### config.mk
export PLATFORM = sky130hd
export DESIGN_NAME = serial_adder_ctrl
export DESIGN_NICKNAME = d
export VERILOG_FILES = /design/src/rtl/serial_adder_ctrl.sv
export SDC_FILE = /design/constraint.sdc
export NUM_CORES = 1
export LEC_CHECK = 0
export CORE_ASPECT_RATIO = 1.2
export CORE_UTILIZATION = 53
export DETAILED_ROUTE_END_ITERATION = 12
export GPL_TIMING_DRIVEN = 1
export PLACE_DENSITY_LB_ADDON = 0.05
export REMOVE_ABC_BUFFERS = 1
export SKIP_CTS_REPAIR_TIMING = 1
export SYNTH_ARGS = -nofsm -noshare
export SYNTH_HDL_FRONTEND = slang
export SYNTH_HIERARCHICAL = 1
export SYNTH_SLANG_ARGS = --single-unit
### constraint.sdc
create_clock -name CLK -period 2.4 [get_ports CLK]
set_input_delay 0.24 -clock CLK [delete_from_list [all_inputs] [get_ports CLK]]
set_output_delay 0.24 -clock CLK [all_outputs]
set_load 0.02 [all_outputs]
### src/rtl/serial_adder_ctrl.sv
// ---------------------------------------------------------------------------
// serial_adder_ctrl
//   Bit-serial unsigned adder. A single full-adder slice (two half adders
//   plus a carry flop) adds one bit per clock, LSB first. A three-state FSM
//   (IDLE -> RUN -> DONE -> IDLE) sequences the operation.
//
//   Ports
//     CLK    in   system clock, rising edge
//     RST    in   asynchronous active-high reset
//     start  in   add request, accepted only in IDLE
//     A, B   in   WIDTH-bit operands, captured on the accepting edge
//     busy   out  high while in RUN
//     done   out  one-cycle pulse in DONE, result valid
//     out    out  WIDTH-bit sum, held until the next accepted start
//     cy     out  carry out of the MSB, held with out
//
//   Timing: start accepted at edge k -> RUN on edges k+1..k+WIDTH ->
//   done high between edges k+WIDTH and k+WIDTH+1.
// ---------------------------------------------------------------------------

// One half adder; two of them plus an OR form the full-adder slice.
module half_adder (
  input  logic a,
  input  logic b,
  output logic s,
  output logic c
);
  assign s = a ^ b;
  assign c = a & b;
endmodule

module serial_adder_ctrl #(
  parameter int WIDTH = 8
) (
  input  logic             CLK,
  input  logic             RST,
  input  logic             start,
  input  logic [WIDTH-1:0] A,
  input  logic [WIDTH-1:0] B,
  output logic             busy,
  output logic             done,
  output logic [WIDTH-1:0] out,
  output logic             cy
);

  // Counter needs to reach WIDTH-1 only; never wraps inside RUN.
  localparam int             CW   = (WIDTH > 2) ? $clog2(WIDTH) : 1;
  localparam logic [CW-1:0]  LAST = CW'(WIDTH - 1);

  typedef enum logic [1:0] {
    IDLE = 2'd0,
    RUN  = 2'd1,
    DONE = 2'd2
  } state_t;

  state_t state_q, state_d;

  // Operand shift registers: bit 0 is always the bit being added.
  logic [WIDTH-1:0] a_sr, b_sr;
  logic             carry_q;
  logic [CW-1:0]    cnt_q;

  // FSM decode strobes
  logic load, step, last;

  // ---------------------------------------------------------------------
  // Full-adder slice: a + b + carry from two half adders.
  // ---------------------------------------------------------------------
  logic s0, c0, sum_bit, c1, carry_d;

  half_adder u_ha0 (
    .a (a_sr[0]),
    .b (b_sr[0]),
    .s (s0),
    .c (c0)
  );

  half_adder u_ha1 (
    .a (s0),
    .b (carry_q),
    .s (sum_bit),
    .c (c1)
  );

  // The two half-adder carries can never both be set.
  assign carry_d = c0 | c1;

  // ---------------------------------------------------------------------
  // State register
  // ---------------------------------------------------------------------
  always_ff @(posedge CLK or posedge RST) begin
    if (RST) state_q <= IDLE;
    else     state_q <= state_d;
  end

  // ---------------------------------------------------------------------
  // Next state and outputs. start is only looked at in IDLE, so a start
  // held through RUN/DONE does nothing until the FSM is back in IDLE.
  // ---------------------------------------------------------------------
  always_comb begin
    state_d = state_q;
    load    = 1'b0;
    step    = 1'b0;
    last    = 1'b0;
    busy    = 1'b0;
    done    = 1'b0;
    case (state_q)
      IDLE: begin
        if (start) begin
          load    = 1'b1;
          state_d = RUN;
        end
      end
      RUN: begin
        busy = 1'b1;
        step = 1'b1;
        if (cnt_q == LAST) begin
          last    = 1'b1;
          state_d = DONE;
        end
      end
      DONE: begin
        done    = 1'b1;
        state_d = IDLE;
      end
      default: state_d = IDLE;
    endcase
  end

  // ---------------------------------------------------------------------
  // Datapath. out fills from the MSB end so that after WIDTH shifts the
  // first (LSB) sum bit has landed in out[0].
  // ---------------------------------------------------------------------
  always_ff @(posedge CLK or posedge RST) begin
    if (RST) begin
      a_sr    <= '0;
      b_sr    <= '0;
      carry_q <= 1'b0;
      cnt_q   <= '0;
      out     <= '0;
      cy      <= 1'b0;
    end else if (load) begin
      a_sr    <= A;
      b_sr    <= B;
      carry_q <= 1'b0;
      cnt_q   <= '0;
      out     <= '0;
      cy      <= 1'b0;
    end else if (step) begin
      a_sr    <= a_sr >> 1;
      b_sr    <= b_sr >> 1;
      carry_q <= carry_d;
      out     <= {sum_bit, out[WIDTH-1:1]};
      // Hold at terminal count on the final edge rather than wrapping.
      cnt_q   <= last ? cnt_q : cnt_q + CW'(1);
      if (last) cy <= carry_d;
    end
  end

  // ---------------------------------------------------------------------
  // Sanity properties
  // ---------------------------------------------------------------------
  a_busy_done_excl: assert property (@(posedge CLK) disable iff (RST)
    !(busy && done));

  a_done_one_cycle: assert property (@(posedge CLK) disable iff (RST)
    done |=> !done);

endmodule

==> flow_summary.toml, run 1 <==
[die]
num_rows = 19
core_um2 = 2350
initial_core_util_pct = 57.8
io_pins = 30
die_w_um = 48.3
die_y_um = 57.5
die-area_um2 = 2780

[sta]
finalSetupViolCount = 0
worstMarginPinSlew_ps = 1090
worst_slack_ps = 216
tns_ps = 0
drv_slew = 0
finalCritPeriodShare_pct = 91.0
hold_viol_final = 0
slew-limit-headroom_pct = 27.0
fin_skew_ps = 8.00
layout_min_cycle_time_ps = 2180
rsz0062_at_grt = "false"
fmax_ghz = 0.458
hold_ws_ps = 286

[yosys]
avgSynthCellArea_um2 = 11.3
synth.distinct_cells = 22
synth-seq-area-share_pct = 57.0
yosys_warnings = 6
netlist_top_cells_count = "dfrtp_1 (31), a22o_1 (16), nand2_1 (16)"
syn-cell-area_um2 = 1360
synth_area_leader_cell = "dfrtp_1"
synth_area_leaders = "dfrtp_1 (57%), a22o_1 (10%), a22oi_1 (7.7%)"
syn_inst = 121
ys_seq_elements = 31
synth-main-ff-cell = "dfrtp_1"
yosysTopAreaCellShare_pct = 57.0
async_reset_ff_share_pct = 100
synth_edf_count = 0
yosysMostFrequentCell = "dfrtp_1"

[global_route]
grt_start_max_net_pins = 32
grt_use_met1_pct = 29.7
grt_use_total_pct = 22.5
overflow = 0
use_met3_pct = 6.65
grt_pass1_wl_um = 4410
grt.busiest_layer = "met2"
met2_usage_pct = 34.9
antenna_found_initial = 0
grt_pass1_vias = 1035

[clocking]
path_clk_slew_ps = 90
cts_buffers = 5
clock_latency_ps = 320
cts_max_level = 2
clockBufferDepth = 2
root_buffer = "clkbuf_4"
clock_sinks = 31
cts_tree = "yes"

[critical_path]
critPathArrivalTime_ps = 1940
path_class = "reg2out"
critPathCaptureType = "primary output"
cp.required_ps = 2160
crit_fanout = 18
cp-start-kind = "flip-flop"

[finish]
regArea_um2 = 776
diodes = 0
fillers = 157
finish.utilization_pct = 73.1
finalNonFillerCells = 184
multiInputGateArea_um2 = 524
layout-drive-gt1-share_pct = 9.80
area_growth_pct = 26.4
final_nets = 175

[job]
maxCapViolCount = 0

[routing]
vias = 1055
viasPerCell = 5.73
wl_per_cell_um = 13.9
drt_iter0_markers = 18
drcViolationCount = 0
drtPass1Iterations = 4
wl_um = 2560
postRouteAntennaNets = 0

[hold_path]
hold_path_class = "in2async"

[pwr]
power_density_nw_per_um2 = 1120
ir_worst_vdd_uv = 701
p_leak_nw = 0.775

[placement]
io_buffers = 29
place_inst = 176
gp_congestion = 0.735
hpwl_um = 1720
pre_cts_ws_ps = 443

[status]
status = "completed"
-- cell usage in the layout, fill, tap and decap left out --
cell type	n
clkbuf_4	5
a22o_1	16
nor3_1	1
mux2_2	1
inv_1	3
clkdlybuf4s50_1	29
a21oi_1	1
dfrtp_1	31
nor2_2	1
o22ai_1	1
a22oi_1	14
nand2b_1	1
clkbuf_1	2
nor2b_1	1
o21ai_1	15
buf_4	4
clkinv_2	1
ha_1	4
nor2b_2	2
nor2_1	1
o21bai_2	1
and2_1	1
a2bb2oi_1	1
nand2_1	16
-- critical path: stages, from the launching register on --
cell and delay, ps:
dfrtp_1 740, nor2b_2 270, clkdlybuf4s50_1 610
-- registers in the layout, indices dropped and copies added (netlist names) --
register	cells
cy	1
b_sr	8
carry_q	1
out	8
cnt_q	3
state_q	2
a_sr	8
-- through the flow --
stage,cell area [µm²],power [mW]
3_3_place_gp,1670,1.61
5_1_grt,1720,2.07
2_1_floorplan,1310,1.34
3_5_place_dp,1670,1.66
6_report,1720,1.92
4_1_cts,1720,1.95
-- kinds of logic (layout without fill, tap and decap cells) --
group / after synthesis / after routing / synth area share, %
AOI/OAI and AO/OA: 49 / 49 / 25.6
DFF: 31 / 31 / 57.0
and+or+nand+nor: 24 / 24 / 8.18
buffers and inverters: 12 / 44 / 4.78
adders and majority gates: 4 / 4 / 3.68
muxes: 1 / 1 / 0.827
-- metal layers --
layer	vias up	part of all wire, %
met2	30	50
met3	7	3.9
li1	504	-
met4	0	1.5
met1	514	44
met5	-	0
-- cell type report --
type	count	share of cell area [%]
inverters	3	0.655
flip-flops and latches	31	45.1
clock buffers	7	2.62
well taps	31	2.25
clock inverters	1	0.291
repair buffers	33	18.6
multi-input cells	78	30.5
-- path summary, 6_finish.rpt --
path                            slack (ps)       start  depth (start not counted)        to
worst max-delay path                   220  state_q[0]                          2      busy
worst min-delay path                   290         RST                          3  cnt_q[1]
worst max register to register         490  state_q[0]                          2    out[2]
worst min register to register         490     b_sr[3]                          2   b_sr[3]
max in group asynchronous             1830         RST                          3   b_sr[4]
min in group CLK                       490     b_sr[3]                          2   b_sr[3]
-- power breakdown --
part,total [mW],internal [mW],switching [mW]
combinational,0.770,0.407,0.364
clock,0.286,0.114,0.172
sequential,0.867,0.709,0.158
total,1.92,1.23,0.694
Power figures use the tool's default switching activity.
==> inputs of run 2 (changes only) <==
- CAP_MARGIN: unset -> 20
- RECOVER_POWER: unset -> 100
==> flow_summary.toml, run 2 (synthesis results as in run 1) <==
[hold_path]
hold_path_class = "reg2reg"
min_path_cells = 2
hp-start = "b_sr[3]"

[pwr]
ir_worst_vdd_uv = 658
p_leak_nw = 0.781
power_density_nw_per_um2 = 1100

[finish]
finish.utilization_pct = 72.5
diodes = 0
final_nets = 176
top_regs = "a_sr (8), b_sr (8), out (8)"
final_common_cell = "dfrtp_1"
area_growth_pct = 25.3
final_cell_mix = "dfrtp_1 (31), clkdlybuf4s50_1 (17), nand2_1 (16), a22o_1 (16), a22oi_1 (14)"
layout-drive-gt1-share_pct = 6.49

[critical_path]
r2r_start = "state_q[0]"
cpLargestDelayFamily = "flip-flops"
max_stage_delay_ps = 730
cp.required_ps = 2160
startpoint = "state_q[0]"
critPathCaptureType = "primary output"
cp-start-kind = "flip-flop"
path_class = "reg2out"
crit_buf_inv = 1
path_cells = "nor2b_1 > dlygate4sd3_1"
crit_fanout = 18
critPathArrivalTime_ps = 1970
ff2ff_path_depth = 4
worstSetupPathDepth = 2
crit_slowest_cell = "dfrtp_1"

[global_route]
grt_pass1_wl_um = 4410
grt_use_total_pct = 22.5
grt_start_max_net_pins = 32
antenna_found_initial = 0
overflow = 0
grt_pass1_vias = 1035

[placement]
pre_cts_ws_ps = 443
io_buffers = 29
hpwl_um = 1720
gp_congestion = 0.735

[die]
die_y_um = 57.5
core_um2 = 2350
io_pins = 30
num_rows = 19
die-area_um2 = 2780
die_w_um = 48.3
initial_core_util_pct = 57.8

[routing]
drtPass1Iterations = 4
postRouteAntennaNets = 0
vias = 1067
drt_iter0_markers = 20
wl_um = 2580
drcViolationCount = 0
viasPerCell = 5.77
wl_per_cell_um = 13.9

[sta]
layout_min_cycle_time_ps = 2210
rsz0062_at_grt = "false"
hold_viol_final = 0
tns_ps = 0
finalCritPeriodShare_pct = 92.2
fmax_ghz = 0.452
finalSetupViolCount = 0
worst_slack_ps = 187
fin_skew_ps = 10.3
worstMarginPinSlew_ps = 1620
slew-limit-headroom_pct = -7.70
drv_slew = 32

[status]
status = "complete, but fails checks"
violations = "capacitance limit, slew limit"

[clocking]
cts_buffers = 5
clockBufferDepth = 2
path_clk_slew_ps = 100
cts_tree = "yes"
cts_max_level = 2
root_buffer = "clkbuf_4"
clock_latency_ps = 330
clock_sinks = 31

[job]
maxCapViolCount = 1
## run 2: cell types whose count changed in the layout (fill, tap and decap cells not counted), moves of 2 or more
cell and change:
clkdlybuf4s50_1 -12, dlygate4sd3_1 +12, o21ai_0 +12, o21ai_1 -12
buf_4 -3, clkbuf_1 +3, nor2b_1 +2, nor2b_2 -2
## run 2: report_power, final
part           leakage [nW]  total, mW  switching [mW]  internal (mW)
registers             0.406      0.863           0.153          0.709
logic                 0.346      0.721           0.358          0.364
clock network        0.0293      0.288           0.174          0.114
total                 0.781       1.87           0.685           1.19
## run 2: worst paths after layout
path	to	slack (ps)
max	busy	190
min	b_sr[3]	490
max reg2reg	a_sr[0]	280
min reg2reg	b_sr[3]	490
max in group asynchronous	b_sr[6]	550
min in group asynchronous	cnt_q[1]	910
## run 2: worst reg2reg max path, delay by kind of cell, from the launching register on
family / cells / cell delay (ps)
simple gates: 1 / 100
compound gates: 2 / 870
buf+inv: 1 / 460
flops: 1 / 600
## run 2: cell type report
type                    count  area [µm²]
multi-input cells          78         515
well taps                  31        38.8
fillers                   159         648
repair buffers             34         314
inverters                   3        11.3
clock buffers               7        45.0
flip-flops and latches     31         776
clock inverters             1        5.00
## run 2: through the flow
step | power [mW] | hold WS (ps) | std cells | instance area (µm²)
after floorplan | 1.34 | 344 | 112 | 1310
after global placement | 1.61 | 465 | 176 | 1670
after detailed placement | 1.66 | 479 | 176 | 1670
after CTS | 1.95 | 291 | 184 | 1720
after global routing | 2.02 | 523 | 185 | 1710
final | 1.87 | 489 | 185 | 1710
## run 2: per-layer routing
layer / GRT usage, % / share of wire (%)
met1: 29.7 / 44
met2: 34.9 / 50
met3: 6.65 / 4.7
met4: 7.14 / 1.2
met5: 0 / 0
